===== config.mk =====
export PLATFORM = sky130hd
export DESIGN_NAME = led_shift_out_flat
export DESIGN_NICKNAME = d
export VERILOG_FILES = /design/src/rtl/led_shift_out_if.sv /design/src/rtl/led_shift_out.sv /design/src/flat_wrapper.sv
export SDC_FILE = /design/constraint.sdc
export NUM_CORES = 1
export LEC_CHECK = 0
export BUFFER_PORTS_ARGS = -buffer_cell sky130_fd_sc_hd__buf_2
export CAP_MARGIN = 30
export CORE_ASPECT_RATIO = 1.4
export CORE_MARGIN = 4
export CORE_UTILIZATION = 55
export DETAILED_ROUTE_END_ITERATION = 8
export HOLD_SLACK_MARGIN = 0.03
export MAX_ROUTING_LAYER = met4
export PLACE_DENSITY = 0.87
export RECOVER_POWER = 100
export SLEW_MARGIN = 40
export SYNTH_ARGS = -nofsm -noshare
export SYNTH_HDL_FRONTEND = slang
export SYNTH_SLANG_ARGS = --single-unit

===== constraint.sdc =====
create_clock -name clk -period 4 [get_ports clk]
set_clock_uncertainty 0.15 [all_clocks]
set_input_delay 0.2 -clock clk [delete_from_list [all_inputs] [get_ports clk]]
set_output_delay 0.2 -clock clk [all_outputs]
set_load 0.03 [all_outputs]

===== src/rtl/led_shift_out_if.sv =====
// Bus between a word producer and led_shift_out: write port, status and the three 595 drive lines.
// wr is taken only in a cycle where busy is low; a wr seen while busy is high is discarded and flagged on drop.
interface led_shift_out_if #(
  parameter int WIDTH = 12
);
  logic             wr;
  logic [WIDTH-1:0] wdata;
  logic             busy;
  logic             drop;
  logic             sclk;
  logic             sdout;
  logic             rclk;
  logic [1:0]       state;

  modport master (
    output wr, wdata,
    input  busy, drop, sclk, sdout, rclk, state
  );

  modport slave (
    input  wr, wdata,
    output busy, drop, sclk, sdout, rclk, state
  );
endinterface


===== src/rtl/led_shift_out.sv =====
// Shifts a WIDTH-bit word MSB first into a 74HC595 chain with a divided shift clock,
// then pulses the storage latch for one shift-clock phase.
module led_shift_out #(
  parameter int WIDTH = 12,
  parameter int DIV   = 16
) (
  input  logic           clk,
  input  logic           rst_n,
  led_shift_out_if.slave bus
);
  localparam int CW = (DIV > 1) ? $clog2(DIV) : 1;
  localparam int BW = $clog2(WIDTH + 1);

  typedef enum logic [1:0] {
    IDLE  = 2'd0,
    SHIFT = 2'd1,
    LATCH = 2'd2
  } state_t;

  state_t           state;
  logic [CW-1:0]    cnt;
  logic [BW-1:0]    bits_left;
  logic [WIDTH-1:0] shreg;
  logic [WIDTH-1:0] shreg_next;
  logic             tick;

  assign tick       = (cnt == CW'(DIV - 1));
  assign shreg_next = shreg << 1;
  assign bus.state  = state;

  always_ff @(posedge clk or negedge rst_n) begin
    if (!rst_n) begin
      state     <= IDLE;
      cnt       <= '0;
      bits_left <= '0;
      shreg     <= '0;
      bus.busy  <= 1'b0;
      bus.drop  <= 1'b0;
      bus.sclk  <= 1'b0;
      bus.sdout <= 1'b0;
      bus.rclk  <= 1'b0;
    end else begin
      // busy is still high on the edge where it falls, so that wr is dropped too
      bus.drop <= bus.wr && bus.busy;
      case (state)
        IDLE: begin
          if (bus.wr) begin
            shreg     <= bus.wdata;
            bits_left <= BW'(WIDTH);
            bus.busy  <= 1'b1;
            bus.sclk  <= 1'b0;
            bus.sdout <= bus.wdata[WIDTH-1];
            cnt       <= '0;
            state     <= SHIFT;
          end
        end
        SHIFT: begin
          cnt <= tick ? '0 : cnt + 1'b1;
          if (tick) begin
            if (!bus.sclk) begin
              bus.sclk <= 1'b1;
            end else begin
              // data only moves on the falling edge, a full phase away from the rise
              bus.sclk  <= 1'b0;
              bits_left <= bits_left - 1'b1;
              shreg     <= shreg_next;
              if (bits_left > BW'(1)) begin
                bus.sdout <= shreg_next[WIDTH-1];
              end else begin
                bus.sdout <= 1'b0;
                bus.rclk  <= 1'b1;
                state     <= LATCH;
              end
            end
          end
        end
        LATCH: begin
          cnt <= tick ? '0 : cnt + 1'b1;
          if (tick) begin
            bus.rclk <= 1'b0;
            bus.busy <= 1'b0;
            state    <= IDLE;
          end
        end
        default: state <= IDLE;
      endcase
    end
  end
endmodule


===== src/flat_wrapper.sv =====
// flat-port wrapper written by rule: the top's interface ports become plain ports
module led_shift_out_flat 
#(
  parameter int WIDTH = 12,
  parameter int DIV   = 16
)
  (clk, rst_n, bus_wr, bus_wdata, bus_busy, bus_drop, bus_sclk, bus_sdout, bus_rclk, bus_state);
  led_shift_out_if #(.WIDTH(WIDTH)) bus_i ();
  input  logic clk;
  input  logic rst_n;
  input wire logic [$bits(bus_i.wr)-1:0] bus_wr;
  input wire logic [$bits(bus_i.wdata)-1:0] bus_wdata;
  output wire logic [$bits(bus_i.busy)-1:0] bus_busy;
  output wire logic [$bits(bus_i.drop)-1:0] bus_drop;
  output wire logic [$bits(bus_i.sclk)-1:0] bus_sclk;
  output wire logic [$bits(bus_i.sdout)-1:0] bus_sdout;
  output wire logic [$bits(bus_i.rclk)-1:0] bus_rclk;
  output wire logic [$bits(bus_i.state)-1:0] bus_state;
  assign bus_i.wr = bus_wr;
  assign bus_i.wdata = bus_wdata;
  assign bus_busy = bus_i.busy;
  assign bus_drop = bus_i.drop;
  assign bus_sclk = bus_i.sclk;
  assign bus_sdout = bus_i.sdout;
  assign bus_rclk = bus_i.rclk;
  assign bus_state = bus_i.state;
  led_shift_out #(.WIDTH(WIDTH), .DIV(DIV)) u_core (.clk(clk), .rst_n(rst_n), .bus(bus_i));
endmodule

==> out/metrics.yaml <==
pwr:
  pwr_density_cell_nw_per_um2: 781.3
  total_power_mw: 1.264
  p_int_mw: 0.6987
  netSwitchingFraction: 0.4472
  p_switching_mw: 0.5653
  cellLeakagePower_nw: 0.7241
  combPwrFrac: 0.528
  clockPowerShare: 0.106
  seqPwrFrac: 0.365
  ir_drop_mv: 0.5355
worst_hold_path:
  hold_end: "u_core.shreg[4]"
  hold_depth: 3
  worstHoldStart: "bus_wdata[4]"
  min_path_type: "primary input to flip-flop"
worst_setup_path:
  start_kind: "flip-flop"
  r2r_end: "u_core.bus.sdout"
  cp.arrival_ns: 3.15
  r2r_slack_ns: 0.92
  rr_startpoint: "u_core.bus.state[1]"
  cp_max_fo: 18
  critical_path.endpoint_type: "flip-flop"
  reg2regPathDepth: 7
  crit_type: "flip-flop to flip-flop"
  required_ns: 4.07
routing:
  vias: 1130
  vias_per_cell: 5.765
  wire_per_inst_um: 14.40
  initialDrtViolationCount: 19
  first_pass_iters: 4
  drtAntennaViolNets: 0
  wirelength_um: 2822
  drc: 0
synth:
  synth_edf_count: 0
  ys_ff_latch: 26
  ys_seq_area_frac: 0.4494
  yosysWarnings: 0
  synthCells: 136
  yosysUniqueCellTypes: 36
  netlist_area_sq_um: 1448
  synthFlopType: "dfrtp_1"
  async_flop_share: 1.000
  synth_fp_nets: 158
  syn_avg_cell_area_sq_um: 10.64
cts:
  cts_buffer_depth: 2
  clk_latency_ns: 0.33
  cts_root_buffer: "clkbuf_4"
  numCtsBuffers: 3
  cts_tree: "done"
  htreeDepth: 1
  cts.sinks: 26
  clkTransAtPathRegs_ns: 0.14
  post_cts_resized: 0
global_route:
  grt_pass1_wl_um: 4809
  grt_pass1_vias: 1082
  grt_overflow_total: 0
  antenna_found_initial: 0
  grt_max_degree: 27
  track_usage: 0.1866
final_layout:
  synthToLayoutAreaGrowth_pct: 11.75
  drive_gt1_frac: 0.1728
  antenna_cells: 0
  nNetsFinal: 185
die:
  ios: 22
  dieArea_sq_um: 3529
  die_y_um: 68.71
  core_area_sq_um: 2444
  die_w_um: 51.36
  rows: 21
  start_util: 0.5924
placement:
  place_congestion: 0.7759
  hpwl_um: 2077
  portBuffers: 21
  place_ws_ns: 1.381
timing:
  fmax_mhz: 325.1
  rsz0062_at_grt: "false"
  slew_viol_final: 0
  timing.hold.ws_ns: 0.03229
  fin_crit_sh: 0.7689
  worstMarginPinSlew_ns: 1.372
  hold_viol: 0
  slew_headroom: 0.08552
  finalCriticalPeriod_ns: 3.076
  fin_setup_tns_ns: 0
  setup_viol: 0
  finalWorstSetupSlack_ns: 0.9242
status:
  outcome: "finished clean"
flow_run:
  max_cap_viol_count: 0
## how the worst max path moves through the flow
| stage | startpoint | slack, ns | end |
|---|---|---|---|
| after detailed placement | u_core.bus.state[1] | 1.38 | u_core.bus.sdout |
| after global routing | u_core.bus.state[1] | 0.70 | u_core.bus.sdout |
| after CTS | u_core.bus.state[1] | 1.35 | u_core.bus.sdout |
| after floorplan | u_core.bus.state[0] | 1.87 | u_core.bus.sdout |
| final | u_core.bus.state[1] | 0.92 | u_core.bus.sdout |
| after global placement | u_core.bus.state[1] | 1.35 | u_core.bus.sdout |
## cell type report
class,instances,area [sq um]
timing repair buffer,28,160.2
tap,34,42.54
multi-input combinational,98,705.7
inverter,6,22.52
fill,183,825.8
sequential,26,650.6
clock buffer,4,36.28
## metal layers
metal  up-vias  share of wire  track usage
li1        543              -            -
met1       557           0.43       0.2142
met2        24           0.52       0.3312
met3         6          0.033      0.02581
met4         0          0.017      0.06885
met5         -              0            -
## power groups by stage
| stage | sequential, mW | clock [mW] | combinational [mW] |
|---|---|---|---|
| 2_1_floorplan | 0.498 | 0 | 0.527 |
| 4_1_cts | 0.464 | 0.133 | 0.705 |
| 6_report | 0.462 | 0.134 | 0.668 |
| 3_3_place_gp | 0.461 | 0 | 0.657 |
| 3_5_place_dp | 0.470 | 0 | 0.696 |
| 5_1_grt | 0.478 | 0.146 | 0.751 |
## sequential cells by signal, indices dropped and copies added, names as in the netlist
register,count
u_core.bus.busy,1
u_core.bus.rclk,1
u_core.cnt,4
u_core.bus.drop,1
u_core.bus.state,2
u_core.shreg,11
u_core.bits_left,4
u_core.bus.sclk,1
u_core.bus.sdout,1
## cells in the mapped netlist, types with 2 or more instances
library cell / count / area [sq um]
a32oi_1: 3 / 26.28
mux2_2: 2 / 22.52
and3_1: 3 / 18.77
dfrtp_1: 26 / 650.6
inv_1: 6 / 22.52
a21oi_2: 4 / 35.03
ha_1: 7 / 87.58
nor2b_1: 3 / 18.77
nand3_1: 2 / 10.01
nor3_1: 2 / 10.01
o21ai_0: 6 / 30.03
buf_2: 3 / 15.01
nand4b_1: 2 / 17.52
mux2_1: 2 / 22.52
nor2_1: 15 / 56.30
nand2_1: 5 / 18.77
mux2i_1: 14 / 140.1
a21oi_1: 13 / 65.06
## cell families after synthesis
logic type / synth area share
adder cells (fa/ha/maj): 0.06050
AO/OA/AOI/OAI: 0.1832
buffers and inverters: 0.04148
AND/OR/NAND/NOR: 0.1374
flip-flops: 0.4494
multiplexers: 0.1279
## timing repair
action,CTS,global route
buffers inserted,0,0
endpoints found under the hold margin,30,0
hold buffers,5,0
## worst max-delay path: stages, from the launching register on
cell and delay (ns):
dfrtp_1 0.44, inv_1 0.11, ha_1 0.39, mux2i_1 0.20
a211oi_1 0.99, buf_4 0.37, nor2b_1 0.07, a221o_1 0.25
## through the flow
stage,std cells,utilization,instance area [sq um]
floorplan,136,-,1448
global placement,186,0.6406,1565
detailed placement,187,0.6436,1573
CTS,196,0.6790,1659
global route,196,0.6621,1618
finish,196,0.6621,1618
## placed cells by master (no fill, tap or decap), types with 2 or more instances in the layout
| cell type | instances |
|---|---|
| mux2_2 | 2 |
| mux2i_1 | 14 |
| a21oi_1 | 13 |
| clkbuf_1 | 8 |
| nand4b_1 | 2 |
| a21oi_2 | 4 |
| nor2_1 | 15 |
| buf_2 | 13 |
| inv_1 | 6 |
| nor2b_1 | 3 |
| mux2_1 | 2 |
| nand3_1 | 2 |
| ha_1 | 7 |
| o21ai_0 | 6 |
| clkbuf_4 | 3 |
| nor3_1 | 2 |
| nand2_1 | 5 |
| dfrtp_1 | 26 |
| dlygate4sd3_1 | 5 |
| a32oi_1 | 3 |
| and3_1 | 3 |
| buf_4 | 2 |
Power figures use the tool's default switching activity.
